==> src/rtl/lcd_cmd_pkg.sv <==
// Shared definitions for the LCD command decoder: opcodes, decoder states
// and the power-on drawing window.
package lcd_cmd_pkg;

  localparam logic [7:0] OP_SWRESET = 8'h01;
  localparam logic [7:0] OP_SLPOUT  = 8'h11;
  localparam logic [7:0] OP_DISPOFF = 8'h28;
  localparam logic [7:0] OP_DISPON  = 8'h29;
  localparam logic [7:0] OP_CASET   = 8'h2A;
  localparam logic [7:0] OP_PASET   = 8'h2B;
  localparam logic [7:0] OP_RAMWR   = 8'h2C;
  localparam logic [7:0] OP_COLMOD  = 8'h3A;

  localparam logic [15:0] DEF_SC = 16'd0;
  localparam logic [15:0] DEF_EC = 16'd239;
  localparam logic [15:0] DEF_SP = 16'd0;
  localparam logic [15:0] DEF_EP = 16'd319;
  localparam logic [7:0]  DEF_COLMOD = 8'h66;

  typedef enum logic [2:0] {
    ST_IDLE,
    ST_CASET_P,
    ST_PASET_P,
    ST_COLMOD_P,
    ST_RAM_LO,
    ST_RAM_HI,
    ST_BUSY
  } dec_state_t;

endpackage

==> src/rtl/lcd_cmd_decoder_if.sv <==
// Host-side byte bus into the LCD command decoder.
interface lcd_cmd_decoder_if;
  // A byte is taken on the first clk cycle where wr is high after a cycle
  // with wr low; dcx and d must be stable in that cycle. No back-pressure.
  logic       wr;
  logic       dcx;
  logic [7:0] d;

  modport master (output wr, dcx, d);
  modport slave  (input  wr, dcx, d);
endinterface

==> src/rtl/lcd_window_counter.sv <==
// Pixel pointer inside the current drawing window; raster order, wraps
// back to the top-left corner after the last row.
module lcd_window_counter (
  input  logic        clk,
  input  logic        nrst,
  input  logic        load,
  input  logic        advance,
  input  logic [15:0] sc,
  input  logic [15:0] ec,
  input  logic [15:0] sp,
  input  logic [15:0] ep,
  output logic [15:0] col,
  output logic [15:0] row
);

  always_ff @(posedge clk or negedge nrst) begin
    if (!nrst) begin
      col <= 16'd0;
      row <= 16'd0;
    end else if (load) begin
      col <= sc;
      row <= sp;
    end else if (advance) begin
      if (col >= ec) begin
        col <= sc;
        row <= (row >= ep) ? sp : row + 16'd1;
      end else begin
        col <= col + 16'd1;
      end
    end
  end

endmodule

==> src/rtl/lcd_cmd_decoder.sv <==
// Decodes a DCX-qualified byte stream (ILI9341-style command set) into
// window/status registers and a stream of addressed RGB565 pixels.
module lcd_cmd_decoder
  import lcd_cmd_pkg::*;
#(
  parameter int BUSY_CYCLES = 60000,
  parameter int COORD_W     = 16
) (
  input  logic               clk,
  input  logic               nrst,
  lcd_cmd_decoder_if.slave   bus,
  output logic               pix_valid,
  output logic [COORD_W-1:0] pix_col,
  output logic [COORD_W-1:0] pix_row,
  output logic [15:0]        pix_color,
  output logic               frame_start,
  output logic               disp_on,
  output logic               sleep_out,
  output logic [7:0]         colmod,
  output logic               busy,
  output logic               err_unknown,
  output logic               err_stray,
  output logic               err_timing,
  output dec_state_t         state
);

  localparam int CNT_W = (BUSY_CYCLES > 1) ? $clog2(BUSY_CYCLES) : 1;
  localparam logic [CNT_W-1:0] CNT_LAST = CNT_W'(BUSY_CYCLES - 1);

  logic             wr_q;
  logic             accept;
  logic [CNT_W-1:0] cnt;
  logic [1:0]       pidx;
  logic [23:0]      pbuf;
  logic [7:0]       color_lo;
  logic [15:0]      sc, ec, sp, ep;
  logic [15:0]      col, row;
  logic             ptr_load, ptr_adv;

  assign accept   = bus.wr & ~wr_q;
  assign ptr_load = accept & ~bus.dcx & (state != ST_BUSY) & (bus.d == OP_RAMWR);
  assign ptr_adv  = accept & bus.dcx & (state == ST_RAM_HI);

  always_ff @(posedge clk or negedge nrst) begin
    if (!nrst) wr_q <= 1'b0;
    else       wr_q <= bus.wr;
  end

  lcd_window_counter u_ptr (
    .clk     (clk),
    .nrst    (nrst),
    .load    (ptr_load),
    .advance (ptr_adv),
    .sc      (sc),
    .ec      (ec),
    .sp      (sp),
    .ep      (ep),
    .col     (col),
    .row     (row)
  );

  always_ff @(posedge clk or negedge nrst) begin
    if (!nrst) begin
      state       <= ST_IDLE;
      cnt         <= '0;
      pidx        <= 2'd0;
      pbuf        <= 24'd0;
      color_lo    <= 8'd0;
      sc          <= DEF_SC;
      ec          <= DEF_EC;
      sp          <= DEF_SP;
      ep          <= DEF_EP;
      pix_valid   <= 1'b0;
      pix_col     <= '0;
      pix_row     <= '0;
      pix_color   <= 16'd0;
      frame_start <= 1'b0;
      disp_on     <= 1'b0;
      sleep_out   <= 1'b0;
      colmod      <= DEF_COLMOD;
      busy        <= 1'b0;
      err_unknown <= 1'b0;
      err_stray   <= 1'b0;
      err_timing  <= 1'b0;
    end else begin
      pix_valid   <= 1'b0;
      frame_start <= 1'b0;
      err_unknown <= 1'b0;
      err_stray   <= 1'b0;
      err_timing  <= 1'b0;

      if (state == ST_BUSY) begin
        // Lockout: bytes are dropped, never queued for later.
        if (accept) err_timing <= 1'b1;
        if (cnt == CNT_LAST) begin
          state <= ST_IDLE;
          busy  <= 1'b0;
        end else begin
          cnt <= cnt + 1'b1;
        end
      end else if (accept && !bus.dcx) begin
        pidx <= 2'd0;
        case (bus.d)
          OP_SWRESET: begin
            sc        <= DEF_SC;
            ec        <= DEF_EC;
            sp        <= DEF_SP;
            ep        <= DEF_EP;
            disp_on   <= 1'b0;
            sleep_out <= 1'b0;
            colmod    <= DEF_COLMOD;
            cnt       <= '0;
            busy      <= 1'b1;
            state     <= ST_BUSY;
          end
          OP_SLPOUT: begin
            sleep_out <= 1'b1;
            cnt       <= '0;
            busy      <= 1'b1;
            state     <= ST_BUSY;
          end
          OP_DISPOFF: begin disp_on <= 1'b0; state <= ST_IDLE; end
          OP_DISPON:  begin disp_on <= 1'b1; state <= ST_IDLE; end
          OP_CASET:   state <= ST_CASET_P;
          OP_PASET:   state <= ST_PASET_P;
          OP_COLMOD:  state <= ST_COLMOD_P;
          OP_RAMWR: begin
            frame_start <= 1'b1;
            state       <= ST_RAM_LO;
          end
          default: begin
            err_unknown <= 1'b1;
            state       <= ST_IDLE;
          end
        endcase
      end else if (accept) begin
        case (state)
          ST_CASET_P, ST_PASET_P: begin
            // Window registers change only once all four bytes arrived.
            pidx <= pidx + 2'd1;
            case (pidx)
              2'd0: pbuf[23:16] <= bus.d;
              2'd1: pbuf[15:8]  <= bus.d;
              2'd2: pbuf[7:0]   <= bus.d;
              default: begin
                if (state == ST_CASET_P) begin
                  sc <= pbuf[23:8];
                  ec <= {pbuf[7:0], bus.d};
                end else begin
                  sp <= pbuf[23:8];
                  ep <= {pbuf[7:0], bus.d};
                end
                state <= ST_IDLE;
              end
            endcase
          end
          ST_COLMOD_P: begin
            colmod <= bus.d;
            state  <= ST_IDLE;
          end
          ST_RAM_LO: begin
            color_lo <= bus.d;
            state    <= ST_RAM_HI;
          end
          ST_RAM_HI: begin
            pix_valid <= 1'b1;
            pix_col   <= col[COORD_W-1:0];
            pix_row   <= row[COORD_W-1:0];
            pix_color <= {bus.d, color_lo};
            state     <= ST_RAM_LO;
          end
          default: err_stray <= 1'b1;
        endcase
      end
    end
  end

endmodule

==> src/flat_wrapper.sv <==
// flat-port wrapper written by rule: the top's interface ports become plain ports
module lcd_cmd_decoder_flat import lcd_cmd_pkg::*;
#(
  parameter int BUSY_CYCLES = 60000,
  parameter int COORD_W     = 16
)
  (clk, nrst, pix_valid, pix_col, pix_row, pix_color, frame_start, disp_on, sleep_out, colmod, busy, err_unknown, err_stray, err_timing, state, bus_wr, bus_dcx, bus_d);
  lcd_cmd_decoder_if bus_i ();
  input  logic clk;
  input  logic nrst;
  output logic pix_valid;
  output logic [COORD_W-1:0] pix_col;
  output logic [COORD_W-1:0] pix_row;
  output logic [15:0] pix_color;
  output logic frame_start;
  output logic disp_on;
  output logic sleep_out;
  output logic [7:0] colmod;
  output logic busy;
  output logic err_unknown;
  output logic err_stray;
  output logic err_timing;
  output dec_state_t state;
  input wire logic [$bits(bus_i.wr)-1:0] bus_wr;
  input wire logic [$bits(bus_i.dcx)-1:0] bus_dcx;
  input wire logic [$bits(bus_i.d)-1:0] bus_d;
  assign bus_i.wr = bus_wr;
  assign bus_i.dcx = bus_dcx;
  assign bus_i.d = bus_d;
  lcd_cmd_decoder #(.BUSY_CYCLES(BUSY_CYCLES), .COORD_W(COORD_W)) u_core (.clk(clk), .nrst(nrst), .bus(bus_i), .pix_valid(pix_valid), .pix_col(pix_col), .pix_row(pix_row), .pix_color(pix_color), .frame_start(frame_start), .disp_on(disp_on), .sleep_out(sleep_out), .colmod(colmod), .busy(busy), .err_unknown(err_unknown), .err_stray(err_stray), .err_timing(err_timing), .state(state));
endmodule
==> config.mk <==
export PLATFORM = sky130hd
export DESIGN_NAME = lcd_cmd_decoder_flat
export DESIGN_NICKNAME = d
export VERILOG_FILES = /design/src/rtl/lcd_cmd_pkg.sv /design/src/rtl/lcd_cmd_decoder_if.sv /design/src/rtl/lcd_window_counter.sv /design/src/rtl/lcd_cmd_decoder.sv /design/src/flat_wrapper.sv
export SDC_FILE = /design/constraint.sdc
export NUM_CORES = 1
export LEC_CHECK = 0
export BUFFER_PORTS_ARGS = -buffer_cell sky130_fd_sc_hd__buf_4
export CELL_PAD_IN_SITES_DETAIL_PLACEMENT = 1
export CELL_PAD_IN_SITES_GLOBAL_PLACEMENT = 2
export CORE_UTILIZATION = 39
export CTS_CLUSTER_DIAMETER = 100
export DETAILED_ROUTE_END_ITERATION = 8
export PLACE_DENSITY = 0.81
export RECOVER_POWER = 25
export SYNTH_ARGS = -nofsm -noshare
export SYNTH_HDL_FRONTEND = slang
export SYNTH_SLANG_ARGS = --single-unit
==> constraint.sdc <==
create_clock -name clk -period 2.6 [get_ports clk]
set_input_delay 0.26 -clock clk [delete_from_list [all_inputs] [get_ports clk]]
set_output_delay 0.26 -clock clk [all_outputs]
set_load 0.05 [all_outputs]
Yosys cells after proc, flatten, opt, wreduce, memory -nomap -nowiden:

Index checks and enable logic that the tools add are counted.

* $add $sub $neg: 4
* magnitude comparators: 2
* eq/ne operators: 24
* multiplexer cells: 70
* bitwise logic cells: 10
* reduce and logical (&&, ||, !) cells: 36

Operators with widths (count)
* $mux 16: 34
* $add 16x1->16 const B: 3
* $eq 8x6->1 const B: 6
* $ge 16x16->1: 2
* $mux 8: 4
* $mux 1: 20
* $reduce_bool 2->1: 10
* $eq 16x16->1 const B: 1
* $reduce_and 4->1: 4
* $mux 3: 5
* $pmux 3 s5: 1
* $reduce_and 3->1: 5
* $reduce_and 5->1: 3
* $pmux 3 s4: 1
* $reduce_and 6->1: 2
* $eq 3x3->1 const B: 3
* $eq 8x1->1 const B: 1
* $eq 8x5->1 const B: 1
* $reduce_or 8->1: 1
* $and 1x1->1: 6
* $eq 3x2->1 const B: 2
* $mux 2: 3
* $ne 2x2->1 const B: 3
* $reduce_bool 6->1: 1
* 17 further kinds: 24

* flip-flop bits (word level): 214
* bits of input ports: 12
* output and inout port bits: 67

Depth between registers and ports, before layout:

* depth in word-level cells: 7
* mapped depth: 11
* gate-level depth less buffers: 8

By module:

Synthesis repeated with hierarchy kept, for this count alone.

* cells, all modules: 896
* area, all modules: 10276.1 um^2

Modules (own cells, without submodules)
* lcd_cmd_decoder: times used 1, cells each 547, area each 7399.6 um^2
* lcd_window_counter: times used 1, cells each 349, area each 2876.5 um^2

Least setup slack after synthesis:

OpenSTA, ideal clock, no wires.

* kind: register to register
* start: reg u_core.state[0]
* end: reg u_core.u_ptr.row[0]
* data arrival time: 2.288 ns
* required time: 2.476 ns
* setup slack: 0.189 ns
* stages on the path, launching flop included: 10
* cell sequence: dfrtp_1 > buf_6 > and3b_2 > nor2_4 > nand2_8 > inv_4 > a2111oi_4 > nand2_4 > and4_1 > a211o_1

* word-level cells in the longest chain between the ends: 5
* elaborated cells between the ends (all ways): 9
* those cells by class: eq/ne: 2; mux: 1; bitwise: 3; reduce/logical: 3

Ends and longest elaborated chain
* start, declared: line lcd_cmd_decoder.sv:24 `output dec_state_t state`
* start signal, assigned: line lcd_cmd_decoder.sv:64 `state <= ST_IDLE;`
* start signal, assigned: line lcd_cmd_decoder.sv:96 `state <= ST_IDLE;`
* start signal, assigned: line lcd_cmd_decoder.sv:114 `state <= ST_BUSY;`
* $ne 3x3->1: line lcd_cmd_decoder.sv:41 `assign ptr_load = accept & ~bus.dcx & (state != ST_BUSY) & (bus.d == OP_RAMWR);`
* $and 1x1->1 (2 in series): line lcd_cmd_decoder.sv:41
* $reduce_bool 2->1 (no line)
* $reduce_and 2->1 (no line)
* end signal, assigned: line lcd_window_counter.sv:22 `row <= sp;`
* end signal, assigned: line lcd_window_counter.sv:26 `row <= (row >= ep) ? sp : row + 16'd1;`
* end, declared: line lcd_window_counter.sv:13 `output logic [15:0] row`

Parallel ways exist; a longest one is shown, timed or not.
A chain may end at the register's enable or synchronous reset.

Worst setup path in the final report:

* start: reg u_core.u_ptr.col[14]
* end: reg u_core.u_ptr.col[5]

* word-level cells in the longest chain between the ends: 4

Ends and longest elaborated chain
* start, declared: line lcd_window_counter.sv:12 `output logic [15:0] col,`
* start signal, assigned: line lcd_window_counter.sv:28 `col <= col + 16'd1;`
* $ge 16x16->1: line lcd_window_counter.sv:24 `if (col >= ec) begin`
* $mux 16: line lcd_window_counter.sv:24
* $mux 16: line lcd_window_counter.sv:23 `end else if (advance) begin`
* $mux 16: line lcd_window_counter.sv:20 `end else if (load) begin`

Every way passes these cells. The select of a mux whose other input is x is not followed.

==> results.yml <==
outcome:
  status: "finished with violations"
  violations: "capacitance limit, slew limit"
logic_synthesis:
  syn_nets: 1123
  synth.top_cell.area_share: 0.4741
  ys_warn_count: 0
  synthArstFlopShare: 1.000
  ys_seq_area_frac: 0.5198
  synth_xor_area_frac: 0.01355
  synth-compound-area-share: 0.1286
  synth_top_family_by_area: "simple AND/OR/NAND/NOR gates"
  yosysMostFrequentCell: "nand2_1"
  synthTopCellsByArea: "dfrtp_1 47%, nand2_1 8.8%, o21ai_0 5.5%"
  syn-instance-count: 1072
  synth.area.mux_share: 0.05902
  synth_area_leader_cell: "dfrtp_1"
  synth_common_cells: "243 x nand2_1, 196 x dfrtp_1, 113 x o21ai_0"
  synth-simple-area-share: 0.1849
  synth-edff-count: 0
  syn_avg_cell_area_um2: 9.650
  ys_ff_latch: 214
  synth_area_mm2: 0.01034
  synth_fa_ha_area_frac: 0.04717
  synth_flop_cell: "dfrtp_1"
  synth_cell_types: 72
clocking:
  tritoncts: "yes"
  path_clk_slew_ns: 0.06
  clock-root-buffer: "clkbuf_16"
  cts.sinks: 214
  cts_buffers: 26
  clk_latency_ns: 0.53
  clk_path_buf_depth: 3
  htreeDepth: 1
detailed_routing:
  vias: 8131
  drtPass1Iterations: 4
  vias_per_cell: 5.283
  antenna_left: 0
  wire_per_inst_um: 19.60
  drt_iter0_drc: 414
  route.detailed.drc: 0
  drt-total-wl_um: 30170
critical_path:
  crit_required_ns: 2.99
  worst_setup_path_start_kind: "flop"
  path_cells: "ha_1 > and4_1 > nand3_1 > or4_1 > nand4_4 > buf_12 > mux2i_1 > a22oi_1"
  cp_top_family: "simple AND/OR/NAND/NOR gates"
  crit_type: "flop to flop"
  worst-path-buf-inv: 1
  critPathSlowestCell: "or4_1"
  worst_ep_arrival_time_ns: 2.88
  end_kind: "flop"
  crit_path_max_incr_delay_ns: 0.60
  path_max_fanout: 24
sta:
  min_period_over_period: 0.9573
  finalSetupViolCount: 0
  layout_min_cycle_time_ns: 2.489
  relSlewSlack: -0.2583
  fin_skew_ns: 0.009011
  finalMaxSlewViolations: 70
  hold_slack_ns: 0.04773
  tightest_slew_ns: 1.887
  fmax_mhz: 401.8
  finalHoldViolCount: 0
die:
  initial_core_util: 0.3970
  dieArea_mm2: 0.02718
  rows: 59
  core-area_mm2: 0.02606
  io_pins: 79
  die_w_um: 164.9
  dieHeight_um: 164.9
global_routing:
  grt_pass1_vias: 8353
  grt_max_degree: 71
  antenna_found_initial: 0
  grt_pass1_wl_um: 47930
  track_usage: 0.2301
  grt-ovfl-total: 0
layout:
  post-route-cell-area_mm2: 0.01251
  nets: 1235
  syn_to_final_growth_pct: 20.89
  antennaDiodeCount: 0
  drive_above_1_share: 0.2068
  post-route-util: 0.4799
pwr:
  power.total_w: 0.009650
  p_leak_nw: 5.933
  p_per_area_mw_per_mm2: 771.6
  ir_drop_uv: 565.2
place:
  placedInstanceArea_mm2: 0.01163
  port-buffer-count: 78
  gp_congestion: 0.8079
  dpl.hpwl_um: 21760
run:
  maxCapViolations: 1
min_path:
  hp-class: "input pin to flop"
==> report_power, final <==
| group | internal, W | switching (W) | total (W) |
|---|---|---|---|
| logic | 0.000732 | 0.00121 | 0.00194 |
| registers | 0.00385 | 0.000317 | 0.00417 |
| clock network | 0.00212 | 0.00143 | 0.00354 |
==> worst paths after layout <==
kind | end | slack, ns | cells after the start | start
min reg2reg | u_core.pix_color[1]$_DFFE_PN0P_ | 0.47 | 2 | u_core.color_lo[1]$_DFFE_PN0P_
min | u_core.pix_color[11]$_DFFE_PN0P_ | 0.05 | 3 | bus_d[3]
min in group asynchronous | u_core.pix_col[5]$_DFFE_PN0P_ | 0.81 | 2 | nrst
max in group asynchronous | u_core.ep[5]$_DFFE_PN1P_ | 0.44 | 3 | nrst
max reg2reg | u_core.u_ptr.col[5]$_DFFE_PN0P_ | 0.11 | 8 | u_core.u_ptr.col[14]$_DFFE_PN0P_
max | u_core.u_ptr.col[5]$_DFFE_PN0P_ | 0.11 | 8 | u_core.u_ptr.col[14]$_DFFE_PN0P_
==> cells by family after synthesis <==
family	Yosys count
flops	214
compound gates	214
buf+inv	116
xor+xnor	16
mux	57
fa+ha+maj	39
simple gates	416
==> flip-flops by register name, indices dropped and copies added, names as in the netlist, 16 cells and up <==
signal / flops
u_core.sc: 16
u_core.u_ptr.col: 16
u_core.ec: 16
u_core.u_ptr.row: 16
u_core.pix_col: 16
u_core.pix_row: 16
u_core.ep: 16
u_core.pbuf: 24
u_core.pix_color: 16
u_core.cnt: 16
u_core.sp: 16
==> area by class of cell <==
type | count | area, µm²
tap | 335 | 419.2
multi-input combinational | 742 | 4531
sequential | 214 | 5378
timing repair buffer | 143 | 1124
clock buffer | 39 | 760.7
fill | 2948 | 13550
clock inverter | 9 | 77.57
inverter | 57 | 216.5
==> stage by stage <==
stage	instances	worst slack (ns)	TNS, ns
global route	1539	-0.009127	-0.02193
detailed placement	1486	0.1069	0
floorplan	1072	0.1885	0
finish	1539	0.1110	0
CTS	1536	0.07995	0
global placement	1486	0.1697	0
==> layer usage <==
layer	global-route usage	vias to the layer above	wire length [µm]
li1	-	3909	-
met1	0.3223	4060	14290
met2	0.3795	119	14430
met3	0.02386	43	808
met4	0.05838	0	645
met5	0	-	0
==> what timing repair did <==
| item | 4_1_cts | 5_1_grt |
|---|---|---|
| hold buffers | 2 | 0 |
| buffers inserted | 0 | 3 |
| setup endpoints to repair | 0 | 14 |
| gates resized for setup | 0 | 2 |
| hold endpoints to repair | 66 | 0 |
==> cells in the final DEF, fill, tap and decap left out, types with 4 or more instances in the layout <==
master	n
ha_1	39
clkbuf_8	4
clkbuf_1	9
and2_1	6
buf_4	133
a22oi_1	17
xor2_1	4
o2bb2ai_1	8
mux2_2	32
nand3_1	23
clkinv_2	5
o211ai_2	5
dfstp_2	18
a21oi_1	27
nand2b_1	6
and3_1	13
inv_1	55
nor2_1	51
or3_1	5
o21ai_0	113
xnor2_1	12
clkbuf_16	27
mux2i_1	25
nor3b_1	6
nor3_1	17
o211ai_1	7
nor4b_1	4
o32a_1	4
nand2_1	243
dfrtp_1	196
nand4_1	11
a211oi_1	5
and4_1	8
buf_12	4
==> worst register-to-register path: stages (launching register included) <==
cell and delay (ns):
dfrtp_1 0.42, ha_1 0.31, and4_1 0.22, nand3_1 0.11, or4_1 0.60, nand4_4 0.18, buf_12 0.20, mux2i_1 0.22
a22oi_1 0.11
(Power assumes the default switching activity.)
